**src/rtl/inst_fetch_arbiter.sv**
```systemverilog
// rtl/inst_fetch_arbiter.sv - instruction-memory port arbiter between pipeline fetch and program loader
//
// Shares one instruction-memory port between the pipeline fetch path and a
// word-oriented program loader. A loader word is written as four big-endian
// byte writes (WR0..WR3), and the fetch path is stalled while that happens.
// A loader word that is misaligned or outside MEM_BYTES is still sequenced
// through WR0..WR3, but it is never written and it sets the sticky oob_err.
//
// Optional feature macro: INST_FETCH_ARBITER_BOOT_HOLD_EN
//   When this macro is defined, fetch is held off from reset until ld_done is
//   seen in IDLE.
//
// Parameters:
//   MEM_BYTES   instruction memory size in bytes (valid addresses 0..MEM_BYTES-1)
// Ports:
//   clock       single clock, rising edge
//   reset       synchronous, active-high
//   pc          pipeline fetch byte address
//   fetch_req   pipeline wants an instruction this cycle
//   mem_rdata   big-endian 32-bit read word at mem_addr
//   out_inst    instruction to the pipeline (zero bubble when not delivered)
//   fetch_stall pipeline must hold its PC
//   ld_valid    loader offers a word
//   ld_addr     loader word byte address
//   ld_wdata    loader word
//   ld_ready    arbiter can accept a loader word (IDLE only)
//   ld_done     one-cycle end-of-load pulse
//   mem_addr    memory byte address
//   mem_we      memory byte write enable
//   mem_wbyte   memory write byte
//   oob_err     sticky bad-loader-address flag

module inst_fetch_arbiter #(
    parameter int MEM_BYTES = 1156
) (
    input  logic        clock,
    input  logic        reset,
    input  logic [31:0] pc,
    input  logic        fetch_req,
    input  logic [31:0] mem_rdata,
    output logic [31:0] out_inst,
    output logic        fetch_stall,
    input  logic        ld_valid,
    input  logic [31:0] ld_addr,
    input  logic [31:0] ld_wdata,
    output logic        ld_ready,
    input  logic        ld_done,
    output logic [31:0] mem_addr,
    output logic        mem_we,
    output logic [7:0]  mem_wbyte,
    output logic        oob_err
);

    localparam logic [31:0] LAST_ADDR = 32'(MEM_BYTES - 1);

    typedef enum logic [2:0] {
        IDLE = 3'd0,
        WR0  = 3'd1,
        WR1  = 3'd2,
        WR2  = 3'd3,
        WR3  = 3'd4
    } state_t;

    state_t      r_state;
    state_t      w_next_state;
    logic [31:0] r_addr;
    logic [31:0] r_wdata;
    logic        r_bad;
    logic        r_oob_err;

    logic        w_accept;
    logic [32:0] w_last_byte;
    logic        w_bad;
    logic        w_boot_hold;

    assign w_accept = ld_valid && (r_state == IDLE);

    // The extra carry bit catches a word whose last byte wraps past 32'hFFFFFFFF.
    assign w_last_byte = {1'b0, ld_addr} + 33'd3;
    assign w_bad       = (ld_addr[1:0] != 2'b00) || w_last_byte[32]
                         || (w_last_byte[31:0] > LAST_ADDR);

    always_ff @(posedge clock) begin
        if (reset) begin
            r_state   <= IDLE;
            r_addr    <= 32'd0;
            r_wdata   <= 32'd0;
            r_bad     <= 1'b0;
            r_oob_err <= 1'b0;
        end else begin
            r_state <= w_next_state;
            if (w_accept) begin
                r_addr  <= ld_addr;
                r_wdata <= ld_wdata;
                r_bad   <= w_bad;
                if (w_bad) begin
                    r_oob_err <= 1'b1;
                end
            end
        end
    end

    always_comb begin
        w_next_state = r_state;
        mem_addr     = pc;
        mem_we       = 1'b0;
        mem_wbyte    = 8'd0;
        ld_ready     = 1'b0;
        case (r_state)
            IDLE: begin
                ld_ready = 1'b1;
                if (ld_valid) begin
                    w_next_state = WR0;
                end
            end
            WR0: begin
                mem_addr     = r_addr;
                mem_wbyte    = r_wdata[31:24];
                mem_we       = !r_bad;
                w_next_state = WR1;
            end
            WR1: begin
                mem_addr     = r_addr + 32'd1;
                mem_wbyte    = r_wdata[23:16];
                mem_we       = !r_bad;
                w_next_state = WR2;
            end
            WR2: begin
                mem_addr     = r_addr + 32'd2;
                mem_wbyte    = r_wdata[15:8];
                mem_we       = !r_bad;
                w_next_state = WR3;
            end
            WR3: begin
                mem_addr     = r_addr + 32'd3;
                mem_wbyte    = r_wdata[7:0];
                mem_we       = !r_bad;
                w_next_state = IDLE;
            end
            default: begin
                w_next_state = IDLE;
            end
        endcase
    end

`ifdef INST_FETCH_ARBITER_BOOT_HOLD_EN
    logic r_boot_hold;

    always_ff @(posedge clock) begin
        if (reset) begin
            r_boot_hold <= 1'b1;
        end else if ((r_state == IDLE) && ld_done) begin
            r_boot_hold <= 1'b0;
        end
    end

    assign w_boot_hold = r_boot_hold;
`else
    // ld_done has no function without boot hold.
    logic w_unused_ld_done;
    assign w_unused_ld_done = ld_done;
    assign w_boot_hold      = 1'b0;
`endif

    // The fetch path keeps running in IDLE even in the cycle a loader word is
    // accepted; it is stalled only while the word is written to memory.
    assign fetch_stall = (r_state != IDLE) || w_boot_hold;
    assign out_inst    = (!fetch_stall && fetch_req) ? mem_rdata : 32'd0;
    assign oob_err     = r_oob_err;

endmodule
```
**config.mk**
```make
export PLATFORM = sky130hd
export DESIGN_NAME = inst_fetch_arbiter
export DESIGN_NICKNAME = d
export VERILOG_FILES = /design/src/rtl/inst_fetch_arbiter.sv
export SDC_FILE = /design/constraint.sdc
export NUM_CORES = 1
export LEC_CHECK = 0
export ABC_AREA = 0
export BUFFER_PORTS_ARGS = -buffer_cell sky130_fd_sc_hd__buf_4
export CAP_MARGIN = 20
export CELL_PAD_IN_SITES_DETAIL_PLACEMENT = 0
export CELL_PAD_IN_SITES_GLOBAL_PLACEMENT = 1
export CORE_MARGIN = 1.5
export CORE_UTILIZATION = 33
export DETAILED_ROUTE_END_ITERATION = 10
export HOLD_SLACK_MARGIN = 0.06
export PLACE_DENSITY = 0.81
export SKIP_LAST_GASP = 1
export SLEW_MARGIN = 20
export SYNTH_ARGS = -nofsm -noshare
export SYNTH_HDL_FRONTEND = slang
export SYNTH_SLANG_ARGS = --single-unit
```
**constraint.sdc**
```tcl
create_clock -name clock -period 3.55 [get_ports clock]
set_clock_uncertainty 0.2 [all_clocks]
set_input_delay 0.1775 -clock clock [delete_from_list [all_inputs] [get_ports clock]]
set_output_delay 0.1775 -clock clock [all_outputs]
set_load 0.05 [all_outputs]
```
Yosys cells after proc, flatten, opt, wreduce, memory -nomap -nowiden
Cells that the tools add are included.

storage, ports and cells
  flip-flop bits (word level) = 69
  input bits = 133
  output and inout bits = 76
  word-level logic and storage cells = 33

cells by class
  add/sub/neg operators = 4
  $lt $le $gt $ge = 1
  equality and inequality tests = 5
  multiplexer cells = 7
  reduce and logical (&&, ||, !) cells = 11

operators with widths
  operator                                                                 number
  32-bit case mux with 4 select lines                                      1
  32-bit by 2-bit adder with 32-bit output (second input constant)         2
  32-bit by 2-bit adder with 33-bit output (second input constant)         1
  32-bit by 1-bit adder with 32-bit output (second input constant)         1
  32-bit by 11-bit > comparator with 1-bit output (second input constant)  1
  32-bit two-way mux                                                       1
  8-bit case mux with 4 select lines                                       1
  3-bit case mux with 4 select lines                                       1
  3-bit by 2-bit equality test with 1-bit output (second input constant)   2
  4-bit OR reduction                                                       1
  3-bit by 1-bit equality test with 1-bit output (second input constant)   1
  3-bit equality test (second input constant)                              1
  3-bit zero test                                                          1
  3-bit two-way mux                                                        1
  3-bit nonzero test                                                       1
  1-bit logical AND                                                        2
  1-bit zero test                                                          2
  1-bit logical OR                                                         2
  1-bit two-way mux                                                        2
  2-bit != test (second input constant)                                    1
  2-bit AND reduction                                                      1
  2-bit nonzero test                                                       1

Longest topological paths before layout
  depth in word-level cells = 4
  gate-level depth with buffers = 11

Worst setup path before layout
Ideal clock, no wire load.

  path type = reg-to-output
  start = register r_state[0]
  end = output port mem_addr[16]
  arrival = 4119 ps
  required time = 3172 ps
  slack = -946 ps
  cell stages (with the launch flop) = 10
  cells stage by stage = dfxtp_1 > or2_2 > nor2_1 > inv_1 > fa_1 > nand3b_1 > nor3_1 > o21ai_1 > or2_2 > o311ai_0

between the ends
  cells in the longest elaborated chain, start to end = 2

RTL lines
  element                                      RTL line  source
  from (decl)                                  64        state_t r_state;
  from (signal assigned)                       91        r_state <= w_next_state;
  3-bit equality test (tied with other cells)  109       case (r_state)
  32-bit case mux with 4 select lines (*)      109
  to (decl)                                    48        output logic [31:0] mem_addr,

Every way passes the cells marked *; elsewhere a longest branch is shown, timed or not.

Worst setup path after layout
  start = register r_state[0]
  end = output port mem_addr[5]

Same word-level chain as after synthesis.

==> out/qor.txt <==
====================================================================================
Clock network latency to the later pin of the worst-skew pair .........      0.33 ns
Count leader, synth ...................................................      nand2_1
Chip Width ............................................................       124 um
Final setup viols .....................................................            0
Die area ..............................................................   15400 um^2
Data arrival time of the critical path ................................      3.07 ns
Delay contributed by the slowest stage of the critical path ...........      0.38 ns
Number of CTS-inserted buffers ........................................            9
Placer congestion estimate ............................................        0.901
Top flip-flop cell by instance count after synthesis ..................      dfxtp_1
Vertical die dimension ................................................       124 um
VDD IR max ............................................................     0.250 mV
Gate family responsible for the most delay along the worst path ....... compound AO/OA/AOI/OAI gates
Final worst path period need ..........................................      3.45 ns
Power density over cell area ..........................................  414 nW/um^2
Detail-routed via count per cell ......................................         5.29
Maximum number of pins on one net before global-route repair ..........           71
Most numerous cell on the critical path ...............................        buf_4
Portion of synthesized cell area occupied by the leading cell type ....        28.5%
Number of hold violations in the final report .........................            0
Via count of the first global-routing pass ............................         5532
Net Count, Synth ......................................................          863
Global-route usage over all layers ....................................        23.2%
Remaining Overflow, GRT ...............................................            0
Relative slew slack ...................................................        52.3%
Number of nets with antenna violations after routing ..................            0
Total standard cell area after synthesis ..............................    4840 um^2
Deepest level of the CTS H-tree .......................................            3
Startpoint type of the worst setup path ...............................         flop
Standby leakage power .................................................      3.18 nW
Initial detailed-routing violation count ..............................          374
TritonCTS clock tree ..................................................         done
Slew @ Worst Pin ......................................................     0.715 ns
Post-detailed-route DRC marker count ..................................            0
Synthesized area divided by synthesized cell count ....................    6.66 um^2
Global-route wire length before repair ................................     28200 um
Outcome ............................................................... complete, no violations
Worst Hold Class ......................................................       in2reg
Number of library cell types mapped by synthesis ......................           63
Root buf cell .........................................................    clkbuf_16
Final Total Pwr .......................................................      3.15 mW
Core Rows .............................................................           44
Leading post-synthesis cells by cell area ............................. dfxtp_1, nand2_1, a21oi_1
Critical-path cell list ............................................... or2_2 > nor2_2 > buf_6 > ha_1 > a21oi_1 > nor2_1 > a22o_2 > buf_4 > nor2b_1 > a221o_1 > buf_4
Count of buffering cells on the critical path with inverters included .            3
Setup repair after global routing missed its margin ...................          yes
Number of sinks driven by the clock tree ..............................           69
Count of input and output buffers .....................................          207
Fmax ..................................................................    0.290 GHz
Number of antenna violations at the first check in global routing .....            0
WP data required ......................................................      3.17 ns
CORE AREA .............................................................   14400 um^2
Count of flip-flops with a built-in enable after synthesis ............            0
Number of fill cells in the layout ....................................         1435
Antenna diode instance count ..........................................            0
Yosys Warn Count ......................................................            0
Type of the setup path with the least slack ...........................      reg2out
Placed Area ...........................................................    6540 um^2
Post-synth ARST share .................................................           0%
Deepest clock path buffer count .......................................            2
NumNets Final .........................................................         1103
Share of cells above drive strength 1 .................................        28.0%
CP max-delay cell .....................................................      a21oi_1
Io pins ...............................................................          209
Worst-path clk slew ...................................................      0.06 ns
Worst slack after detailed placement ..................................     0.301 ns
Tightest hold margin ..................................................     0.204 ns
Most instantiated cells after synthesis ............................... nand2_1, a21oi_1, dfxtp_1
Post-Layout Cell Count ................................................         1156
Share of the yosys chip area belonging to registers ...................        28.5%
Vias post-DR ..........................................................         6112
Max-slew violations ...................................................            0
Starting density of the core ..........................................        33.6%
Summed negative setup slack over all endpoints ........................         0 ns
Final design area excluding fillers ...................................    7610 um^2
Placed insts ..........................................................         1073
Number of iterations in the first detailed-routing pass ...............            7
Period utilization ....................................................        97.2%
Final core utilization ................................................        52.8%
Area growth from synthesis to layout ..................................        57.2%
Area leader, netlist ..................................................      dfxtp_1
DP Wirelength .........................................................     13100 um
Final WL ..............................................................     18500 um
Number of synthesized register bits ...................................           69
Final worst slack .....................................................    0.0990 ns
Maximum fanout encountered on the critical timing path ................           12
Average wire length per cell after detail routing .....................      16.0 um
Cell count after synthesis ............................................          727
Max Cap Violations ....................................................            0
CP endpoint kind ......................................................  output port
====================================================================================
## timing repair
item	4_1_cts	5_1_grt
gates resized for setup	3	13
endpoints found under the hold margin	65	0
setup buffers	0	2
pin swaps	0	3
hold buffers	65	0
setup endpoints to repair	2	15
## cells by family (layout without fill, tap and decap cells)
| kind of cell | count (synthesis) | count (layout) | share of synthesized area [%] |
|---|---|---|---|
| xor+xnor | 9 | 9 | 1.63 |
| flops | 69 | 69 | 28.5 |
| buf+inv | 72 | 317 | 5.97 |
| mux | 11 | 11 | 2.27 |
| compound gates | 192 | 192 | 24.9 |
| simple gates | 371 | 371 | 35.8 |
| fa+ha+maj | 3 | 3 | 0.930 |
## metal layers
layer / GRT usage (%) / vias to the layer above / part of all wire (%)
li1: - / 3072 / -
met3: 3.39 / 24 / 7.4
met4: 6.75 / 0 / 1.9
met5: 0 / - / 0
met1: 32.3 / 2771 / 45
met2: 37.2 / 245 / 46
## flip-flops by register name, summed over array words and instances, names as in the netlist
register / flops
r_bad: 1
oob_err: 1
r_state: 3
r_addr: 32
r_wdata: 32
## area by class of cell
cell class | instances | area, um^2 | share of cell area, %
clock buffer | 11 | 243 | 3.19
clock inverter | 5 | 83.8 | 1.10
inverter | 12 | 45.0 | 0.592
multi-input combinational | 586 | 3270 | 43.0
sequential | 69 | 1380 | 18.2
tap | 184 | 230 | 3.03
timing repair buffer | 289 | 2360 | 31.0
## power breakdown
group	internal, mW	switching, mW
Sequential	0.839	0.0760
Combinational	0.466	0.803
Clock	0.635	0.331
Total	1.94	1.21
## placed cells by master, fill, tap and decap left out, types with 5 or more instances in the layout
cell type      count
nor3_1            16
and3_1            34
nor3_2             5
dfxtp_1           69
inv_1             11
nand4_1           13
clkbuf_16          9
nor4_1             7
dlygate4sd3_1     65
nor2_1            56
buf_4            220
xnor2_1            5
mux2i_1           11
o21ai_0           28
nand3_1           18
nor2b_1            5
a221o_1            9
or2_2              5
nand2_1          183
a31oi_1           10
a22oi_1            6
a21oi_1           84
## path summary, 6_finish.rpt
check / start / end / slack [ns] / cells past startpoint
setup / recovery: r_state[0] / mem_addr[5] / 0.1 / 11
setup reg to reg: r_state[1] / r_addr[7] / 0.98 / 9
hold reg to reg: r_wdata[15] / r_wdata[15] / 0.25 / 2
hold / removal: reset / r_wdata[0] / 0.20 / 2
Note: power is estimated with default switching activity, not from simulation.
